## src/rtl/iob_regfile_w_r_np_pkg.sv

```systemverilog
// Shared types and elaboration helpers for the wide-write / narrow-read register file.
package iob_regfile_w_r_np_pkg;

  typedef enum logic {
    ST_IDLE  = 1'b0,
    ST_CLEAR = 1'b1
  } state_t;

  function automatic bit is_pow2(input int v);
    return (v > 0) && ((v & (v - 1)) == 0);
  endfunction

endpackage

```

## src/rtl/iob_regfile_w_r_np_if.sv

```systemverilog
// Write, read and clear-sweep signals of the register file, seen from the array (slave) side.
interface iob_regfile_w_r_np_if #(
  parameter int WADDR_W = 3,
  parameter int WDATA_W = 32,
  parameter int RDATA_W = 8,
  parameter int N_RD    = 2
);
  localparam int R       = WDATA_W / RDATA_W;
  localparam int RADDR_W = WADDR_W + $clog2(R);

  logic                      clr_i;
  logic                      busy_o;
  logic                      done_o;
  logic                      wready_o;
  logic [R-1:0]              wstrb_i;
  logic [WADDR_W-1:0]        waddr_i;
  logic [WDATA_W-1:0]        wdata_i;
  logic [N_RD-1:0]           ren_i;
  logic [N_RD*RADDR_W-1:0]   raddr_i;
  logic [N_RD*RDATA_W-1:0]   rdata_o;
  logic [N_RD-1:0]           rvalid_o;

  modport slave (
    input  clr_i, wstrb_i, waddr_i, wdata_i, ren_i, raddr_i,
    output busy_o, done_o, wready_o, rdata_o, rvalid_o
  );

  modport master (
    output clr_i, wstrb_i, waddr_i, wdata_i, ren_i, raddr_i,
    input  busy_o, done_o, wready_o, rdata_o, rvalid_o
  );
endinterface

```

## src/rtl/iob_regfile_w_r_np_rd_port.sv

```systemverilog
// One narrow read port: row/slice select, optional same-cycle write forwarding, registered output.
module iob_regfile_w_r_np_rd_port #(
  parameter int WADDR_W = 3,
  parameter int RDATA_W = 8,
  parameter int R       = 4,
  parameter int RADDR_W = 5,
  parameter int BYPASS  = 1
) (
  input  logic                                          clk_i,
  input  logic                                          arst_n_i,
  input  logic                                          cke_i,
  input  logic                                          ren_i,
  input  logic [RADDR_W-1:0]                            raddr_i,
  input  logic [(1<<WADDR_W)-1:0][R-1:0][RDATA_W-1:0]   mem_i,
  input  logic                                          wen_i,
  input  logic [WADDR_W-1:0]                            waddr_i,
  input  logic [R-1:0]                                  wstrb_i,
  input  logic [R-1:0][RDATA_W-1:0]                     wdata_i,
  output logic [RDATA_W-1:0]                            rdata_o,
  output logic                                          rvalid_o
);
  localparam int SL_W = $clog2(R);
  localparam int SIW  = (SL_W > 0) ? SL_W : 1;

  logic [WADDR_W-1:0] w_row;
  logic [SIW-1:0]     w_sl;
  logic               w_hit;
  logic [RDATA_W-1:0] w_data;

  assign w_row = raddr_i[RADDR_W-1 -: WADDR_W];

  generate
    if (SL_W > 0) begin : g_sl
      assign w_sl = raddr_i[SIW-1:0];
    end else begin : g_nosl
      assign w_sl = '0;
    end
  endgenerate

  // Forwarding only matters when this exact slice is being written this cycle.
  assign w_hit  = (BYPASS != 0) && wen_i && (waddr_i == w_row) && wstrb_i[w_sl];
  assign w_data = w_hit ? wdata_i[w_sl] : mem_i[w_row][w_sl];

  always_ff @(posedge clk_i or negedge arst_n_i) begin
    if (!arst_n_i) begin
      rdata_o  <= '0;
      rvalid_o <= 1'b0;
    end else if (cke_i) begin
      rvalid_o <= ren_i;
      if (ren_i) rdata_o <= w_data;
    end
  end
endmodule

```

## src/rtl/iob_regfile_w_r_np.sv

```systemverilog
// Asymmetric register file: one strobed wide write port, N_RD registered narrow read ports, clear sweep.
module iob_regfile_w_r_np #(
  parameter int WADDR_W = 3,
  parameter int WDATA_W = 32,
  parameter int RDATA_W = 8,
  parameter int N_RD    = 2,
  parameter int BYPASS  = 1
) (
  input  logic                 clk_i,
  input  logic                 arst_n_i,
  input  logic                 cke_i,
  iob_regfile_w_r_np_if.slave  bus
);
  import iob_regfile_w_r_np_pkg::*;

  localparam int R       = WDATA_W / RDATA_W;
  localparam int RADDR_W = WADDR_W + $clog2(R);
  localparam int NROWS   = 1 << WADDR_W;

  generate
    if (!is_pow2(R) || (R * RDATA_W != WDATA_W)) begin : g_bad_cfg
      $error("WDATA_W/RDATA_W must be an integer power of two");
    end
  endgenerate

  state_t                              r_state, w_state_nxt;
  logic [WADDR_W-1:0]                  r_cnt, w_cnt_nxt;
  logic                                r_done, w_done_nxt;
  logic                                w_busy;
  logic [NROWS-1:0][R-1:0][RDATA_W-1:0] w_mem;
  logic [R-1:0][RDATA_W-1:0]           w_wdata;
  logic [N_RD-1:0][RDATA_W-1:0]        w_rdata;
  logic [N_RD-1:0]                     w_rvalid;

  assign w_busy       = (r_state == ST_CLEAR);
  assign w_wdata      = bus.wdata_i;
  assign bus.busy_o   = w_busy;
  assign bus.wready_o = !w_busy;
  assign bus.done_o   = r_done;
  assign bus.rdata_o  = w_rdata;
  assign bus.rvalid_o = w_rvalid;

  always_comb begin
    w_state_nxt = r_state;
    w_cnt_nxt   = r_cnt;
    w_done_nxt  = 1'b0;
    case (r_state)
      ST_IDLE: begin
        if (bus.clr_i) begin
          w_state_nxt = ST_CLEAR;
          w_cnt_nxt   = '0;
        end
      end
      ST_CLEAR: begin
        // Counter wraps back to zero on the last row, leaving it ready for the next sweep.
        w_cnt_nxt = r_cnt + 1'b1;
        if (r_cnt == '1) begin
          w_state_nxt = ST_IDLE;
          w_done_nxt  = 1'b1;
        end
      end
      default: w_state_nxt = ST_IDLE;
    endcase
  end

  always_ff @(posedge clk_i or negedge arst_n_i) begin
    if (!arst_n_i) begin
      r_state <= ST_IDLE;
      r_cnt   <= '0;
      r_done  <= 1'b0;
    end else begin
      r_done <= cke_i & w_done_nxt;
      if (cke_i) begin
        r_state <= w_state_nxt;
        r_cnt   <= w_cnt_nxt;
      end
    end
  end

  for (genvar gr = 0; gr < NROWS; gr++) begin : g_row
    for (genvar gs = 0; gs < R; gs++) begin : g_sl
      logic [RDATA_W-1:0] r_q;
      logic               w_wr_hit, w_clr_hit;

      assign w_wr_hit  = !w_busy && bus.wstrb_i[gs] && (bus.waddr_i == WADDR_W'(gr));
      assign w_clr_hit = w_busy && (r_cnt == WADDR_W'(gr));
      assign w_mem[gr][gs] = r_q;

      always_ff @(posedge clk_i or negedge arst_n_i) begin
        if (!arst_n_i)                          r_q <= '0;
        else if (cke_i && (w_wr_hit || w_clr_hit)) r_q <= w_clr_hit ? '0 : w_wdata[gs];
      end
    end
  end

  for (genvar gk = 0; gk < N_RD; gk++) begin : g_rd
    iob_regfile_w_r_np_rd_port #(
      .WADDR_W (WADDR_W),
      .RDATA_W (RDATA_W),
      .R       (R),
      .RADDR_W (RADDR_W),
      .BYPASS  (BYPASS)
    ) u_rd (
      .clk_i    (clk_i),
      .arst_n_i (arst_n_i),
      .cke_i    (cke_i),
      .ren_i    (bus.ren_i[gk] & ~w_busy),
      .raddr_i  (bus.raddr_i[gk*RADDR_W +: RADDR_W]),
      .mem_i    (w_mem),
      .wen_i    (!w_busy),
      .waddr_i  (bus.waddr_i),
      .wstrb_i  (bus.wstrb_i),
      .wdata_i  (w_wdata),
      .rdata_o  (w_rdata[gk]),
      .rvalid_o (w_rvalid[gk])
    );
  end
endmodule

```

## src/flat_wrapper.sv

```systemverilog
// flat-port wrapper written by rule: the top's interface ports become plain ports
module iob_regfile_w_r_np_flat import iob_regfile_w_r_np_pkg::*;
#(
  parameter int WADDR_W = 3,
  parameter int WDATA_W = 32,
  parameter int RDATA_W = 8,
  parameter int N_RD    = 2,
  parameter int BYPASS  = 1
)
  (clk_i, arst_n_i, cke_i, bus_clr_i, bus_wstrb_i, bus_waddr_i, bus_wdata_i, bus_ren_i, bus_raddr_i, bus_busy_o, bus_done_o, bus_wready_o, bus_rdata_o, bus_rvalid_o);
  iob_regfile_w_r_np_if #(.WADDR_W(WADDR_W), .WDATA_W(WDATA_W), .RDATA_W(RDATA_W), .N_RD(N_RD)) bus_i ();
  input  logic clk_i;
  input  logic arst_n_i;
  input  logic cke_i;
  input wire logic [$bits(bus_i.clr_i)-1:0] bus_clr_i;
  input wire logic [$bits(bus_i.wstrb_i)-1:0] bus_wstrb_i;
  input wire logic [$bits(bus_i.waddr_i)-1:0] bus_waddr_i;
  input wire logic [$bits(bus_i.wdata_i)-1:0] bus_wdata_i;
  input wire logic [$bits(bus_i.ren_i)-1:0] bus_ren_i;
  input wire logic [$bits(bus_i.raddr_i)-1:0] bus_raddr_i;
  output wire logic [$bits(bus_i.busy_o)-1:0] bus_busy_o;
  output wire logic [$bits(bus_i.done_o)-1:0] bus_done_o;
  output wire logic [$bits(bus_i.wready_o)-1:0] bus_wready_o;
  output wire logic [$bits(bus_i.rdata_o)-1:0] bus_rdata_o;
  output wire logic [$bits(bus_i.rvalid_o)-1:0] bus_rvalid_o;
  assign bus_i.clr_i = bus_clr_i;
  assign bus_i.wstrb_i = bus_wstrb_i;
  assign bus_i.waddr_i = bus_waddr_i;
  assign bus_i.wdata_i = bus_wdata_i;
  assign bus_i.ren_i = bus_ren_i;
  assign bus_i.raddr_i = bus_raddr_i;
  assign bus_busy_o = bus_i.busy_o;
  assign bus_done_o = bus_i.done_o;
  assign bus_wready_o = bus_i.wready_o;
  assign bus_rdata_o = bus_i.rdata_o;
  assign bus_rvalid_o = bus_i.rvalid_o;
  iob_regfile_w_r_np #(.WADDR_W(WADDR_W), .WDATA_W(WDATA_W), .RDATA_W(RDATA_W), .N_RD(N_RD), .BYPASS(BYPASS)) u_core (.clk_i(clk_i), .arst_n_i(arst_n_i), .cke_i(cke_i), .bus(bus_i));
endmodule
```

## config.mk

```make
export PLATFORM = sky130hd
export DESIGN_NAME = iob_regfile_w_r_np_flat
export DESIGN_NICKNAME = d
export VERILOG_FILES = /design/src/rtl/iob_regfile_w_r_np_pkg.sv /design/src/rtl/iob_regfile_w_r_np_if.sv /design/src/rtl/iob_regfile_w_r_np_rd_port.sv /design/src/rtl/iob_regfile_w_r_np.sv /design/src/flat_wrapper.sv
export SDC_FILE = /design/constraint.sdc
export NUM_CORES = 1
export LEC_CHECK = 0
export CORE_MARGIN = 2
export CORE_UTILIZATION = 44
export DETAILED_ROUTE_END_ITERATION = 7
export SLEW_MARGIN = 20
export SYNTH_ARGS = -nofsm -noshare
export SYNTH_HDL_FRONTEND = slang
export SYNTH_HIERARCHICAL = 1
export SYNTH_SLANG_ARGS = --single-unit
```

## constraint.sdc

```tcl
create_clock -name clk_i -period 1.9 [get_ports clk_i]
set_input_delay 0.38 -clock clk_i [delete_from_list [all_inputs] [get_ports clk_i]]
set_output_delay 0.38 -clock clk_i [all_outputs]
set_load 0.005 [all_outputs]
```

==> run summary <==
Status -> finished with violations
Failing checks -> negative setup slack
Crit Reg-Reg Endpoint -> u_core/g_rd[1].u_rd/rdata_o[1]
Pwr/cell area -> 957 nW/µm²
#FFs+latches synth -> 279
Crit path DAT -> 2370 ps
Worst setup margin -> -0.176 ps
I/O pin count -> 76
Avg Inst Size Synth -> 10.2 µm²
Setup CP Type -> input port to flip-flop
Crit path max-delay cell type -> clkdlybuf4s50_1
Die Wd -> 200 µm
Clock slew at reported path FFs -> 60 ps
Die ar. -> 39800 µm²
Net Count, Synth -> 1705
Final period util -> 1.00
Commonest cells in the synthesized netlist -> nand2_1, dfrtp_1, nand3_1
Critical path peak fanout -> 9
Setup crit start kind -> input port
# Max-Cap Violations -> 0
Buf/Inv on CP -> 3
Unique cell type count in the Yosys netlist -> 55
Fmax -> 0.526 GHz
Final HPWL DP -> 45300 µm
FF-to-FF path depth -> 6
Peak supply drop -> 0.000440 V
Area delta synth->final -> 25.4%
Clk_lat worst skew -> 540 ps
Top post-synthesis cells by area -> dfrtp_1, mux4_2, nand2_1
Final ANT Viol Nets -> 0
Synth Flop Type -> dfrtp_1
Non-Filler Instances -> 2401
Largest net degree at the start of global routing -> 46
Grt ovf -> 0
Design area -> 21100 µm²
Yosys warnings -> 6
Worst setup EP type -> flip-flop
Worst slack, placed -> -574 ps
First-pass GRT wire length -> 94200 µm
WL/cell -> 26.0 µm
Worst Hold Slack -> 365 ps
CTS tree -> done
Tot GR Track Use -> 0.322
Mux contribution to synthesized area -> 0.238
Worst clock skew -> 30.0 ps
Post-Synth Simple-Gate Area -> 0.171
Area share of the largest cell type after synthesis -> 0.415
GP Congestion -> 1.05
Most frequent cell after synthesis -> nand2_1
Lkg Pwr -> 9.05 nW
Initial core utilization -> 0.447
Fin crit period -> 1900 ps
TritonCTS buffer count -> 35
Ys async rst share -> 1.00
Post-synth EDFFs -> 0
WP data required -> 2370 ps
Post-Synth Adder-Cell Area -> 0.00446
Worst slew pin tran -> 515 ps
Post-Synthesis Cells -> 1644
Critical-path cell list -> clkdlybuf4s50_1 -> buf_4 -> buf_4 -> nor2_1 -> a22oi_2 -> a31oi_1 -> a211oi_2 -> nor2_1
Initial antenna violation count -> 1
Core Area -> 37700 µm²
Final hold vios -> 0
Largest family of logic cells by synthesized area -> multiplexers
Max incr delay on CP -> 580 ps
Vias -> 15000
DR DRC count -> 0
Synth Cell Area -> 16800 µm²
CTS HTree Levels -> 2
CTS sink cnt -> 279
Pre-antenna DRT Iters -> 6
Rows -> 71
Share of cells above drive strength 1 -> 0.268
Post-DP Area -> 19900 µm²
Post-synthesis sequential area ratio -> 0.415
CTS root buffer -> clkbuf_16
Post-synthesis compound-gate area fraction -> 0.105
Post-synth top area cell -> dfrtp_1
Setup violators final -> 1
Placed Cells -> 2336
Crit Reg-Reg Startpoint -> u_core/g_row[1].g_sl[0].r_q[1]
Clock tree buffer depth -> 3
Port buffer count -> 75
R2r setup slk -> 10 ps
Nets@finish -> 1925
Height of the die -> 200 µm
First DRT Iteration DRCs -> 1901
CP top delay family -> buffers and inverters
DR vias/cell -> 6.26
HP Class -> input port to async pin
Final WL -> 62500 µm
Fillers -> 3291
Final TNS setup -> -0.176 ps
Slew headroom -> 0.657
Final Slew Violations -> 0
Post-synthesis xor/xnor area fraction -> 0.00312
Vias in the first global route -> 14800
==> placed cells by master (no fill, tap or decap), types with 3 or more instances in the layout <==
cell,netlist,layout
a22oi_1,20,18
mux4_1,4,4
inv_6,0,3
xnor2_1,6,6
o21ai_1,168,167
a211oi_1,4,3
clkbuf_16,0,35
clkbuf_8,0,6
nor2b_1,14,10
nand4b_1,3,3
clkdlybuf4s50_1,0,68
nand4_1,3,3
a21oi_1,33,28
ha_1,6,6
and2_0,10,10
clkinv_2,0,5
inv_1,15,14
a31oi_1,8,8
clkbuf_1,72,9
mux2i_1,100,100
and4b_1,3,3
o22ai_1,16,16
nand3b_1,5,5
nor3b_1,4,4
a211o_1,4,4
and2_1,19,18
nor2_1,18,17
nor3_4,3,3
mux4_2,128,128
buf_4,19,248
nor3_1,6,6
dfrtp_1,279,278
a21oi_2,0,5
buf_12,4,42
nand3_1,203,203
o21ai_0,35,35
a221oi_1,14,14
and3_1,4,4
nand2_1,299,299
==> timing repair <==
| item | in CTS | in global routing |
|---|---|---|
| hold endpoints to repair | 32 | 0 |
| buffers inserted | 1 | 0 |
| endpoints found under the setup margin | 3 | 16 |
| resized for setup | 5 | 11 |
| hold buffers | 1 | 0 |
==> per-layer routing <==
metal / vias up / wire length [µm] / global-route usage
li1: 6442 / - / -
met1: 7533 / 24500 / 0.441
met2: 896 / 28400 / 0.493
met3: 169 / 6500 / 0.0613
met4: 0 / 3150 / 0.154
met5: - / 0 / 0
==> worst max-delay path by stage <==
| stage | endpoint | startpoint | slack [ps] | cells after the start |
|---|---|---|---|---|
| global route | u_core/g_rd[1].u_rd/rdata_o[1] | u_core/g_row[1].g_sl[0].r_q[1] | -0.9 | 6 |
| finish | u_core/g_rd[1].u_rd/rdata_o[1] | bus_raddr_i[6] | -0.2 | 8 |
| CTS | u_core/g_rd[1].u_rd/rdata_o[1] | u_core/g_row[1].g_sl[0].r_q[1] | 5 | 6 |
| detailed placement | u_core/g_rd[0].u_rd/rdata_o[0] | bus_raddr_i[0] | -570 | 8 |
| floorplan | u_core/g_rd[0].u_rd/rdata_o[2] | u_core/bus.busy_o | 50 | 8 |
| global placement | u_core/g_rd[1].u_rd/rdata_o[3] | bus_raddr_i[6] | -520 | 8 |
==> area by class of cell <==
cell class | instances | area, µm² | area share
diodes | 1 | 2.50 | 0.000119
clock buffers | 50 | 992 | 0.0470
clock inverters | 12 | 130 | 0.00617
inverters | 17 | 63.8 | 0.00302
multi-input cells | 1167 | 8850 | 0.420
flip-flops and latches | 279 | 6980 | 0.331
well taps | 511 | 639 | 0.0303
repair buffers | 364 | 3440 | 0.163
==> kinds of logic after synthesis <==
| family | count (synthesis) |
|---|---|
| XOR/XNOR | 6 |
| AO/OA/AOI/OAI | 311 |
| flip-flops | 279 |
| multiplexers | 234 |
| adder cells (fa/ha/maj) | 6 |
| AND/OR/NAND/NOR | 610 |
| buffers and inverters | 198 |
==> stage by stage <==
step / util / power, W
final: 0.560 / 0.0202
after global routing: 0.560 / 0.0210
after CTS: 0.559 / 0.0202
after detailed placement: 0.529 / 0.0135
after global placement: 0.529 / 0.0133
after floorplan: - / 0.0108
==> power by group <==
| group | switching, W | internal [W] |
|---|---|---|
| Clock | 0.00270 | 0.00393 |
| Sequential | 0.00101 | 0.00712 |
| Combinational | 0.00284 | 0.00260 |
| Total | 0.00655 | 0.0136 |
==> sequential cells by signal, indices dropped and copies added (netlist names) <==
name,flops
u_core/g_row.g_sl.r_q,256
u_core/g_rd.u_rd/rvalid_o,2
u_core/bus.done_o,1
u_core/r_cnt,3
u_core/g_rd.u_rd/rdata_o,16
u_core/bus.busy_o,1
Note: power is estimated with default switching activity, not from simulation.
